===== config.mk =====
export PLATFORM = sky130hd
export DESIGN_NAME = dmem_arbiter
export DESIGN_NICKNAME = d
export VERILOG_FILES = /design/src/rtl/dmem_arb_pkg.sv /design/src/rtl/dmem_arb_starve_cnt.sv /design/src/rtl/dmem_arbiter.sv
export SDC_FILE = /design/constraint.sdc
export NUM_CORES = 1
export LEC_CHECK = 0
export ABC_AREA = 1
export CORE_ASPECT_RATIO = 0.8
export CORE_MARGIN = 5
export CORE_UTILIZATION = 38
export DETAILED_ROUTE_END_ITERATION = 6
export GPL_TIMING_DRIVEN = 0
export HOLD_SLACK_MARGIN = 0.1
export PLACE_DENSITY = 0.8
export SLEW_MARGIN = 20
export SYNTH_ARGS = -nofsm -noshare
export SYNTH_HDL_FRONTEND = slang
export SYNTH_SLANG_ARGS = --single-unit

===== constraint.sdc =====
create_clock -name clk -period 1.4 [get_ports clk]
set_clock_uncertainty 0.1 [all_clocks]
set_input_delay 0.14 -clock clk [delete_from_list [all_inputs] [get_ports clk]]
set_output_delay 0.14 -clock clk [all_outputs]
set_load 0.05 [all_outputs]

===== src/rtl/dmem_arb_pkg.sv =====
// ---------------------------------------------------------------------------
// dmem_arb_pkg
// Shared definitions for the data-memory arbiter: FSM state encoding,
// requester port identifiers and the default loader starvation limit.
// ---------------------------------------------------------------------------
package dmem_arb_pkg;

    typedef enum logic [1:0] {
        ST_IDLE  = 2'd0,
        ST_ISSUE = 2'd1,
        ST_RESP  = 2'd2
    } arb_state_e;

    localparam logic PORT_CORE   = 1'b0;
    localparam logic PORT_LOADER = 1'b1;

    localparam int unsigned MAX_WAIT_DEF = 4;

endpackage


===== src/rtl/dmem_arb_starve_cnt.sv =====
// ---------------------------------------------------------------------------
// dmem_arb_starve_cnt
// Counts how many arbitrations the loader has lost to the core and raises
// override_o once that count reaches MAX_WAIT, so the loader is not starved.
//
// Ports
//   clk        in   clock, rising edge
//   reset      in   asynchronous active-low reset
//   inc_i      in   loader requested but core won this arbitration
//   clr_i      in   loader won this arbitration
//   l_req_i    in   loader request
//   override_o out  loader must win the next arbitration it takes part in
// ---------------------------------------------------------------------------
module dmem_arb_starve_cnt
    import dmem_arb_pkg::*;
#(
    parameter int unsigned MAX_WAIT = MAX_WAIT_DEF
) (
    input  logic clk,
    input  logic reset,
    input  logic inc_i,
    input  logic clr_i,
    input  logic l_req_i,
    output logic override_o
);

    localparam logic [3:0] MAX_WAIT_C = 4'(MAX_WAIT);

    logic [3:0] cnt_q;
    logic [3:0] cnt_d;

    always_comb begin
        cnt_d = cnt_q;
        if (clr_i) begin
            cnt_d = '0;
        end else if (inc_i && (cnt_q != 4'hF)) begin
            cnt_d = cnt_q + 4'd1;
        end
    end

    always_ff @(posedge clk or negedge reset) begin
        if (!reset) begin
            cnt_q <= '0;
        end else begin
            cnt_q <= cnt_d;
        end
    end

    assign override_o = l_req_i && (cnt_q >= MAX_WAIT_C);

endmodule


===== src/rtl/dmem_arbiter.sv =====
// ---------------------------------------------------------------------------
// dmem_arbiter
// Two-requester (core, loader) arbiter in front of a single-ported data
// memory. One access outstanding at a time: IDLE arbitrates and latches the
// winner's request, ISSUE drives the memory strobes and grants, RESP returns
// read data one cycle after the read strobe.
//
// Ports
//   clk, reset                      clock; asynchronous active-low reset
//   c_req/c_wr/c_addr/c_wdata       core request (wr=1 write, 0 read)
//   c_gnt/c_rvalid                  core grant / read-valid pulses
//   l_req/l_wr/l_addr/l_wdata       loader request
//   l_gnt/l_rvalid                  loader grant / read-valid pulses
//   rdata                           read data, zero unless an rvalid is high
//   mem_rd/mem_wr                   memory read / write strobes
//   mem_addr/mem_wdata              memory address / write data
//   mem_rdata                       memory read data, cycle after mem_rd
//   busy                            high whenever not in IDLE
// ---------------------------------------------------------------------------
module dmem_arbiter
    import dmem_arb_pkg::*;
#(
    parameter int unsigned ADDR_W   = 16,
    parameter int unsigned DATA_W   = 16,
    parameter int unsigned MAX_WAIT = MAX_WAIT_DEF
) (
    input  logic              clk,
    input  logic              reset,
    input  logic              c_req,
    input  logic              c_wr,
    input  logic [ADDR_W-1:0] c_addr,
    input  logic [DATA_W-1:0] c_wdata,
    output logic              c_gnt,
    output logic              c_rvalid,
    input  logic              l_req,
    input  logic              l_wr,
    input  logic [ADDR_W-1:0] l_addr,
    input  logic [DATA_W-1:0] l_wdata,
    output logic              l_gnt,
    output logic              l_rvalid,
    output logic [DATA_W-1:0] rdata,
    output logic              mem_rd,
    output logic              mem_wr,
    output logic [ADDR_W-1:0] mem_addr,
    output logic [DATA_W-1:0] mem_wdata,
    input  logic [DATA_W-1:0] mem_rdata,
    output logic              busy
);

    arb_state_e state_q, state_d;

    logic              id_q, id_d;
    logic              wr_q, wr_d;
    logic [ADDR_W-1:0] addr_q, addr_d;
    logic [DATA_W-1:0] wdata_q, wdata_d;

    logic c_gnt_q, c_gnt_d;
    logic l_gnt_q, l_gnt_d;
    logic c_rv_q, c_rv_d;
    logic l_rv_q, l_rv_d;
    logic mem_rd_q, mem_rd_d;
    logic mem_wr_q, mem_wr_d;

    logic              any_req;
    logic              override;
    logic              loader_win;
    logic              arb;
    logic              sel_wr;
    logic [ADDR_W-1:0] sel_addr;
    logic [DATA_W-1:0] sel_wdata;

    assign any_req    = c_req || l_req;
    assign loader_win = l_req && (!c_req || override);
    assign arb        = (state_q == ST_IDLE) && any_req;
    assign sel_wr     = loader_win ? l_wr    : c_wr;
    assign sel_addr   = loader_win ? l_addr  : c_addr;
    assign sel_wdata  = loader_win ? l_wdata : c_wdata;

    // Counter only moves on real arbitrations; it holds through ISSUE/RESP.
    dmem_arb_starve_cnt #(
        .MAX_WAIT (MAX_WAIT)
    ) u_starve_cnt (
        .clk        (clk),
        .reset      (reset),
        .inc_i      (arb && l_req && !loader_win),
        .clr_i      (arb && loader_win),
        .l_req_i    (l_req),
        .override_o (override)
    );

    // Pulses are computed one state ahead so they come straight from flops
    // during the state they belong to.
    always_comb begin
        state_d  = state_q;
        id_d     = id_q;
        wr_d     = wr_q;
        addr_d   = addr_q;
        wdata_d  = wdata_q;
        c_gnt_d  = 1'b0;
        l_gnt_d  = 1'b0;
        c_rv_d   = 1'b0;
        l_rv_d   = 1'b0;
        mem_rd_d = 1'b0;
        mem_wr_d = 1'b0;
        case (state_q)
            ST_IDLE: begin
                if (any_req) begin
                    state_d  = ST_ISSUE;
                    id_d     = loader_win ? PORT_LOADER : PORT_CORE;
                    wr_d     = sel_wr;
                    addr_d   = sel_addr;
                    wdata_d  = sel_wdata;
                    c_gnt_d  = !loader_win;
                    l_gnt_d  = loader_win;
                    mem_wr_d = sel_wr;
                    mem_rd_d = !sel_wr;
                end
            end
            ST_ISSUE: begin
                if (wr_q) begin
                    state_d = ST_IDLE;
                end else begin
                    state_d = ST_RESP;
                    c_rv_d  = (id_q == PORT_CORE);
                    l_rv_d  = (id_q == PORT_LOADER);
                end
            end
            ST_RESP: begin
                state_d = ST_IDLE;
            end
            default: begin
                state_d = ST_IDLE;
            end
        endcase
    end

    always_ff @(posedge clk or negedge reset) begin
        if (!reset) begin
            state_q  <= ST_IDLE;
            id_q     <= PORT_CORE;
            wr_q     <= 1'b0;
            addr_q   <= '0;
            wdata_q  <= '0;
            c_gnt_q  <= 1'b0;
            l_gnt_q  <= 1'b0;
            c_rv_q   <= 1'b0;
            l_rv_q   <= 1'b0;
            mem_rd_q <= 1'b0;
            mem_wr_q <= 1'b0;
        end else begin
            state_q  <= state_d;
            id_q     <= id_d;
            wr_q     <= wr_d;
            addr_q   <= addr_d;
            wdata_q  <= wdata_d;
            c_gnt_q  <= c_gnt_d;
            l_gnt_q  <= l_gnt_d;
            c_rv_q   <= c_rv_d;
            l_rv_q   <= l_rv_d;
            mem_rd_q <= mem_rd_d;
            mem_wr_q <= mem_wr_d;
        end
    end

    assign c_gnt     = c_gnt_q;
    assign l_gnt     = l_gnt_q;
    assign c_rvalid  = c_rv_q;
    assign l_rvalid  = l_rv_q;
    assign mem_rd    = mem_rd_q;
    assign mem_wr    = mem_wr_q;
    assign mem_addr  = addr_q;
    assign mem_wdata = wdata_q;
    assign busy      = (state_q != ST_IDLE);
    assign rdata     = (c_rv_q || l_rv_q) ? mem_rdata : '0;

endmodule

==> Implementation_results.wiki, run 1 <==
{| class="wikitable"
! Metric !! Value
|-
| Cell with the biggest individual delay on the critical path || dfrtp_2
|-
| Combinational family with the most area after synthesis || simple AND/OR/NAND/NOR gates
|-
| Share of post-route cells with drive strength above 1 || 0.340
|-
| Weighted congestion reported at the end of routability-driven placement || 0.853
|-
| Crit Path Class || flop to output port
|-
| Number of inserted diodes || 0
|-
| Die outline area || 8110 um^2
|-
| Antenna violations before repair || 0
|-
| Worst Setup End Kind || output port
|-
| Total via count in the routed design || 2736
|-
| Detailed-route wire length || 8480 um
|-
| Worst reg2reg path startpoint || u_starve_cnt.cnt_q[3]
|-
| First-pass iteration count of the detailed router || 4
|-
| Count of fill cells added during filler insertion || 442
|-
| Vias/cell || 4.49
|-
| R2r worst-path depth || 7
|-
| Average size of a mapped cell || 6.75 um^2
|-
| Cells along the critical path || nor2_4 -> buf_6 -> nor2_2 -> buf_6
|-
| Cell occurring most often along the worst timing path || buf_6
|-
| Multiplexer share of the synthesized area || 0
|-
| Final period util || 1.07
|-
| Final net count || 612
|-
| Worst voltage drop across the vdd grid || 1.15 mV
|-
| Initial DRC count || 77
|-
| Largest net degree at the start of global routing || 25
|-
| Adder-cell share of the synthesized area || 0.00515
|-
| Post-DP HPWL || 5860 um
|-
| Remaining global-route overflow || 0
|-
| Post-layout total power || 10200 uW
|-
| CTS HTree Levels || 2
|-
| Worst slack at placement || -0.534 ns
|-
| Outcome || finished, violations left
|-
| Post-route setup slack || -0.104 ns
|-
| Maximum net fanout on the critical path || 6
|-
| Width of the die || 99.4 um
|-
| Largest stage delay on the critical path || 0.43 ns
|-
| Count of boundary I/O pins || 141
|-
| I/O Buffers || 140
|-
| Register bit total from synthesis || 46
|-
| Global-route wire length before repair || 12500 um
|-
| Top cell type's share of synthesized area || 0.473
|-
| Vertical extent of the die || 81.5 um
|-
| Signed area change from the synthesized netlist to the final layout || 97.5%
|-
| Highest Clock Rate || 665 MHz
|-
| Destination of the worst register-to-register timing path || mem_addr[7]
|-
| Sequential share of the synthesized area || 0.473
|-
| Synthesized net count || 447
|-
| Number of clock sinks || 46
|-
| Netlist area before placement || 2430 um^2
|-
| Xor-xnor portion of the synthesized cell area || 0.00360
|-
| Setup violators final || 32
|-
| Setup repair after global routing missed its margin || true
|-
| Yosys synthesis warning count || 0
|-
| Cell area power density || 2110 nW/um^2
|-
| Source-to-sink clock delay at the later pin of the worst-skew pair || 0.28 ns
|-
| Max Transition Viols Final || 0
|-
| Final worst path period need || 1.50 ns
|-
| Clock transition at the registers of the reported paths || 0.09 ns
|-
| Total clock buffers created by CTS || 5
|-
| Worst hold path class || input pin to asynchronous set/reset pin
|-
| Worst slew pin tran || 0.601 ns
|-
| Violations in the final reports || setup timing
|-
| Worst-case register-to-register setup slack || -0.03 ns
|-
| TritonCTS clock tree || done
|-
| Share of the synthesized area in compound gates (AO/OA/AOI/OAI) || 0.0232
|-
| Placeable Area || 6310 um^2
|-
| Initial cell density of the core || 0.385
|-
| Row count || 26
|-
| Post-route DRC || 0
|-
| Leakage || 0.00255 uW
|-
| Post-route antenna net violation count || 0
|-
| WP data required || 1.16 ns
|-
| Cells after synthesis || 360
|-
| Library cell with the largest summed area after synthesis || dfrtp_1
|-
| Dominant cells by area after synthesis || dfrtp_1 (47%), nand2_1 (21%), inv_1 (14%)
|-
| Post-synthesis share of cell area spent on and, or, nand and nor gates || 0.327
|-
| Unique cell type count in the Yosys netlist || 18
|-
| Buffers from clock root to sink, at most || 2
|-
| Per-cell routed wire length || 13.9 um
|-
| Reported max-cap violation count || 0
|-
| Root buffer cell || clkbuf_8
|-
| Number of global-route vias before repair || 2638
|-
| Number of hold violations in the final report || 0
|-
| Critical path data arrival time || 1.26 ns
|-
| Max-slew headroom at the worst pin || 0.599
|-
| All-Layer GR Usage || 0.192
|-
| Type of element launching the critical path || flop
|}
how the worst max path moves through the flow:
stage / depth (start not counted) / endpoint / slack, ns / from
finish: 4 / rdata[0] / -0.10 / l_rvalid
floorplan: 3 / rdata[10] / 0.01 / l_rvalid
CTS: 4 / rdata[9] / -0.13 / c_rvalid
global route: 4 / rdata[7] / -0.15 / l_rvalid
detailed placement: 4 / rdata[9] / -0.53 / l_rvalid
global placement: 1 / c_rvalid / -1.32 / reset
sequential cells by signal, indices dropped and copies added (netlist names):
| name | flops |
|---|---|
| c_gnt | 1 |
| mem_addr | 16 |
| mem_wdata | 16 |
| state_q | 2 |
| mem_wr | 1 |
| l_rvalid | 1 |
| mem_rd | 1 |
| id_q | 1 |
| l_gnt | 1 |
| u_starve_cnt.cnt_q | 4 |
| c_rvalid | 1 |
| wr_q | 1 |
cells by family after synthesis:
| logic type | count (synthesis) |
|---|---|
| AO/OA/AOI/OAI | 9 |
| AND/OR/NAND/NOR | 198 |
| buffers and inverters | 105 |
| adder cells (fa/ha/maj) | 1 |
| XOR/XNOR | 1 |
| flip-flops | 46 |
power breakdown:
| group | internal (uW) | total [uW] | switching (uW) |
|---|---|---|---|
| clock | 399 | 824 | 425 |
| sequential | 1960 | 2340 | 377 |
| combinational | 2380 | 6990 | 4610 |
placed cells by master (no fill, tap or decap):
master,n
buf_16,1
buf_2,2
inv_4,1
nor2_2,3
nand3_4,1
clkbuf_1,1
ha_1,1
nor2_4,17
dfrtp_1,43
dfrtp_2,3
o21ai_4,2
nand3_1,10
nand3b_1,1
nand2_2,15
a21oi_4,1
nor3_1,2
a21oi_1,1
buf_4,6
nand3_2,24
inv_2,5
dlygate4sd2_1,2
clkbuf_2,14
buf_12,4
xor2_1,1
buf_8,8
clkdlybuf4s50_1,82
clkinv_2,1
buf_6,23
nand2_4,13
inv_1,86
o21ai_0,4
nor2_1,3
clkbuf_16,2
clkbuf_8,6
dlygate4sd3_1,1
o21ai_2,1
nand2_1,109
clkdlybuf4s15_2,26
cell usage after synthesis:
master	n
inv_1	89
nand2_1	137
nor3_1	2
clkbuf_1	3
o21ai_2	2
buf_2	10
nor2_2	1
inv_2	3
nand3b_1	1
dfrtp_1	46
a21oi_2	1
ha_1	1
o21ai_1	1
nand3_1	35
xor2_1	1
nor2_1	22
a21oi_1	1
o21ai_0	4
critical path: cells and delay by family, from the launching register on:
family	cells	cell delay, ns
flip-flops	1	0.43
buffers and inverters	2	0.32
AND/OR/NAND/NOR	2	0.23
metal layers:
metal / share of wire / GRT usage / vias up
li1: - / - / 1364
met1: 0.42 / 0.233 / 1258
met2: 0.49 / 0.340 / 102
met3: 0.070 / 0.0552 / 12
met4: 0.014 / 0.0464 / 0
met5: 0 / 0 / -
area by class of cell:
class / instances / area (um^2) / area share
buffer: 13 / 166 / 0.0347
clock buffer: 7 / 86.3 / 0.0180
clock inverter: 1 / 5.00 / 0.00104
inverter: 92 / 348 / 0.0724
multi-input combinational: 209 / 1300 / 0.271
sequential: 46 / 1150 / 0.240
tap: 84 / 105 / 0.0219
timing repair buffer: 158 / 1640 / 0.341
through the flow:
stage                      util  TNS [ns]  hold WS [ns]  cell area, um^2  std cells
after floorplan               -         0        -0.256             2540        360
after global placement    0.641    -75.51         0.313             4050        584
after detailed placement  0.645    -22.89        0.0795             4070        585
after CTS                 0.694     -1.69         0.293             4380        603
after global routing      0.761     -4.39         0.328             4800        610
final                     0.761     -1.75         0.302             4800        610
timing repair:
action,in CTS,in global routing
endpoints found under the hold margin,23,0
pin swaps,4,28
resized for setup,243,124
hold buffers,1,0
endpoints found under the setup margin,87,62
cloned,3,3
buffers inserted,6,4
No activity file was read; power rests on OpenSTA's default activity.
==> inputs of run 2 (changes only) <==
- CORE_ASPECT_RATIO: 0.8 -> 1.4
==> run 2 against run 1 <==
Compared with the run above: count of clock-buffer cells in the layout shrank 1; register-to-register slack worse by 0.03 ns; worst setup slack got worse by 0.043 ns; design area up 2.6%; hold slack got worse by 0.012 ns; clock power grew 19%; global-route usage down 0.72 points; via count rose by 2.7%; sequential share of layout area decreased by 0.62 points; power grew 4.2%; combinational power increased by 3.9%; the flow still finishes with violations (setup timing); critical path depth is 1 higher.
==> Implementation_results.wiki, run 2 (synthesis results as in run 1) <==
{| class="wikitable"
! Metric !! Value
|-
| Type of element launching the critical path || flop (unchanged)
|-
| Worst voltage drop across the vdd grid || 1.60 mV (was 1.15 mV)
|-
| CP endpoint || rdata[9] (was rdata[0])
|-
| Count of fill cells added during filler insertion || 411 (was 442)
|-
| I/O Buffers || 140 (unchanged)
|-
| Worst hold path class || input pin to asynchronous set/reset pin (unchanged)
|-
| Buffers from clock root to sink, at most || 2 (unchanged)
|-
| Die outline area || 8120 um^2 (was 8110 um^2)
|-
| Placeable Area || 6210 um^2 (was 6310 um^2)
|-
| Initial cell density of the core || 0.391 (was 0.385)
|-
| Net Sw Frac || 0.520 (was 0.533)
|-
| Row count || 34 (was 26)
|-
| Worst-case register-to-register setup slack || -0.06 ns (was -0.03 ns)
|-
| Non-Filler Instances || 603 (was 610)
|-
| Global-route wire length before repair || 12400 um (was 12500 um)
|-
| Crit Path Class || flop to output port (unchanged)
|-
| Critical path data arrival time || 1.31 ns (was 1.26 ns)
|-
| Total clock buffers created by CTS || 5 (unchanged)
|-
| Per-cell routed wire length || 14.5 um (was 13.9 um)
|-
| Setup violators final || 42 (was 32)
|-
| Max Transition Viols Final || 0 (unchanged)
|-
| Area occupied by registers || 1150 um^2 (about the same)
|-
| Source-to-sink clock delay at the later pin of the worst-skew pair || 0.28 ns (about the same)
|-
| Total instance count after detailed placement || 573 (was 585)
|-
| Part of the power in combinational logic || 0.686 (was 0.688)
|-
| CTS HTree Levels || 2 (unchanged)
|-
| Cell area power density || 2150 nW/um^2 (was 2110 nW/um^2)
|-
| Clock transition at the registers of the reported paths || 0.09 ns (about the same)
|-
| Fraction of power consumed by sequential logic || 0.221 (was 0.230)
|-
| Initial DRC count || 95 (was 77)
|-
| All-Layer GR Usage || 0.185 (was 0.192)
|-
| Final net count || 617 (was 612)
|-
| WP data required || 1.16 ns (about the same)
|-
| Violations in the final reports || setup timing (unchanged)
|-
| Leakage || 0.00262 uW (was 0.00255 uW)
|-
| Largest net degree at the start of global routing || 25 (unchanged)
|-
| Root buffer cell || clkbuf_8 (unchanged)
|-
| Number of global-route vias before repair || 2642 (was 2638)
|-
| Number of clock sinks || 46 (unchanged)
|-
| Total via count in the routed design || 2809 (was 2736)
|-
| Most common library cell in the layout ignoring fill and taps || nand2_1 (unchanged)
|-
| Crit path from || l_rvalid (unchanged)
|-
| Switching Power || 5500 uW (was 5410 uW)
|-
| Worst slack at placement || -0.537 ns (was -0.534 ns)
|-
| Weighted congestion reported at the end of routability-driven placement || 0.883 (was 0.853)
|-
| Worst slew pin tran || 0.596 ns (was 0.601 ns)
|-
| Number of inserted diodes || 0 (unchanged)
|-
| Count of boundary I/O pins || 141 (unchanged)
|-
| Remaining global-route overflow || 0 (unchanged)
|-
| Vertical extent of the die || 105 um (was 81.5 um)
|-
| Share of post-route cells with drive strength above 1 || 0.373 (was 0.340)
|-
| First-pass iteration count of the detailed router || 4 (unchanged)
|-
| Post-route antenna net violation count || 0 (unchanged)
|-
| Most used cells in the layout excluding fill and tap cells || nand2_1 (98), inv_1 (86), clkdlybuf4s50_1 (82) (was nand2_1 (109), inv_1 (86), clkdlybuf4s50_1 (82))
|-
| Sum Neg Setup Slack || -2.53 ns (was -1.75 ns)
|-
| Multi-input combinational cell area || 1370 um^2 (was 1300 um^2)
|-
| Post-route DRC || 0 (unchanged)
|-
| Power share of the clock group || 0.093 (was 0.081)
|-
| Vias/cell || 4.66 (was 4.49)
|-
| TritonCTS clock tree || done (unchanged)
|-
| R2r worst-path depth || 8 (was 7)
|-
| Post-DP HPWL || 5830 um (was 5860 um)
|-
| Highest Clock Rate || 646 MHz (was 665 MHz)
|-
| Signed area change from the synthesized netlist to the final layout || 103% (was 97.5%)
|-
| Outcome || finished, violations left (unchanged)
|-
| Reported max-cap violation count || 0 (unchanged)
|-
| Antenna violations before repair || 0 (unchanged)
|-
| Detailed-route wire length || 8730 um (was 8480 um)
|-
| Max-slew headroom at the worst pin || 0.603 (was 0.599)
|-
| Post-route setup slack || -0.148 ns (was -0.104 ns)
|-
| Number of hold violations in the final report || 0 (unchanged)
|-
| Destination of the worst register-to-register timing path || mem_addr[4] (was mem_addr[7])
|-
| Setup repair after global routing missed its margin || true (unchanged)
|-
| Final worst path period need || 1.55 ns (was 1.50 ns)
|-
| Worst Setup End Kind || output port (unchanged)
|-
| Final period util || 1.11 (was 1.07)
|-
| Internal power contribution || 5080 uW (was 4740 uW)
|-
| Worst reg2reg path startpoint || u_starve_cnt.cnt_q[2] (was u_starve_cnt.cnt_q[3])
|-
| Maximum net fanout on the critical path || 6 (unchanged)
|-
| Width of the die || 77.6 um (was 99.4 um)
|}
==> run 2: power by group through the flow <==
stage	combinational, uW	clock, uW	sequential, uW
6_report	7260	981	2340
3_5_place_dp	6230	0	2310
5_1_grt	7670	1070	2420
3_3_place_gp	6140	0	2290
4_1_cts	6670	986	2320
2_1_floorplan	2260	0	4120
==> run 2: layer usage <==
metal / track usage / up-vias / routed length (um)
met5: 0 / - / 0
met4: 0.0344 / 0 / 152
met3: 0.0542 / 14 / 596
met2: 0.346 / 104 / 4790
met1: 0.203 / 1319 / 3200
li1: - / 1372 / -
==> run 2: what timing repair did <==
action / 4_1_cts / 5_1_grt
setup endpoints to repair: 87 / 65
hold buffers: 1 / 0
pin swaps: 4 / 37
cloned: 1 / 3
hold endpoints to repair: 22 / 0
gates resized for setup: 240 / 134
setup buffers: 12 / 6
==> run 2: per-stage QoR <==
stage           util  hold WS [ns]  power, uW  instance area (um^2)
5_1_grt        0.793         0.319      11200                  4920
2_1_floorplan      -        -0.256       6380                  2540
4_1_cts        0.717         0.291       9970                  4450
3_3_place_gp   0.649         0.316       8430                  4030
3_5_place_dp   0.653        0.0709       8540                  4060
6_report       0.793         0.290      10600                  4920
==> run 2: worst max-delay path, stage by stage (launching register included) <==
cell	delay (ns)
dfrtp_2	0.43
nor2_4	0.13
clkbuf_16	0.17
buf_12	0.11
nor2_4	0.04
buf_6	0.15
==> run 2: how the worst min path moves through the flow <==
stage | depth (start not counted) | startpoint | to | slack [ns]
floorplan | 0 | reset | c_gnt | -0.26
global placement | 1 | id_q | c_rvalid | 0.32
detailed placement | 1 | reset | mem_wdata[0] | 0.07
CTS | 2 | reset | mem_addr[12] | 0.29
global route | 2 | reset | mem_addr[10] | 0.32
finish | 2 | reset | mem_wdata[0] | 0.29
==> run 2: cell type report <==
type	instances	area share
Multi-Input combinational cell	209	0.277
Clock buffer	6	0.0147
Tap cell	72	0.0183
Clock inverter	2	0.00762
Sequential cell	46	0.234
Timing Repair Buffer	163	0.348
Inverter	92	0.0716
Buffer	13	0.0285
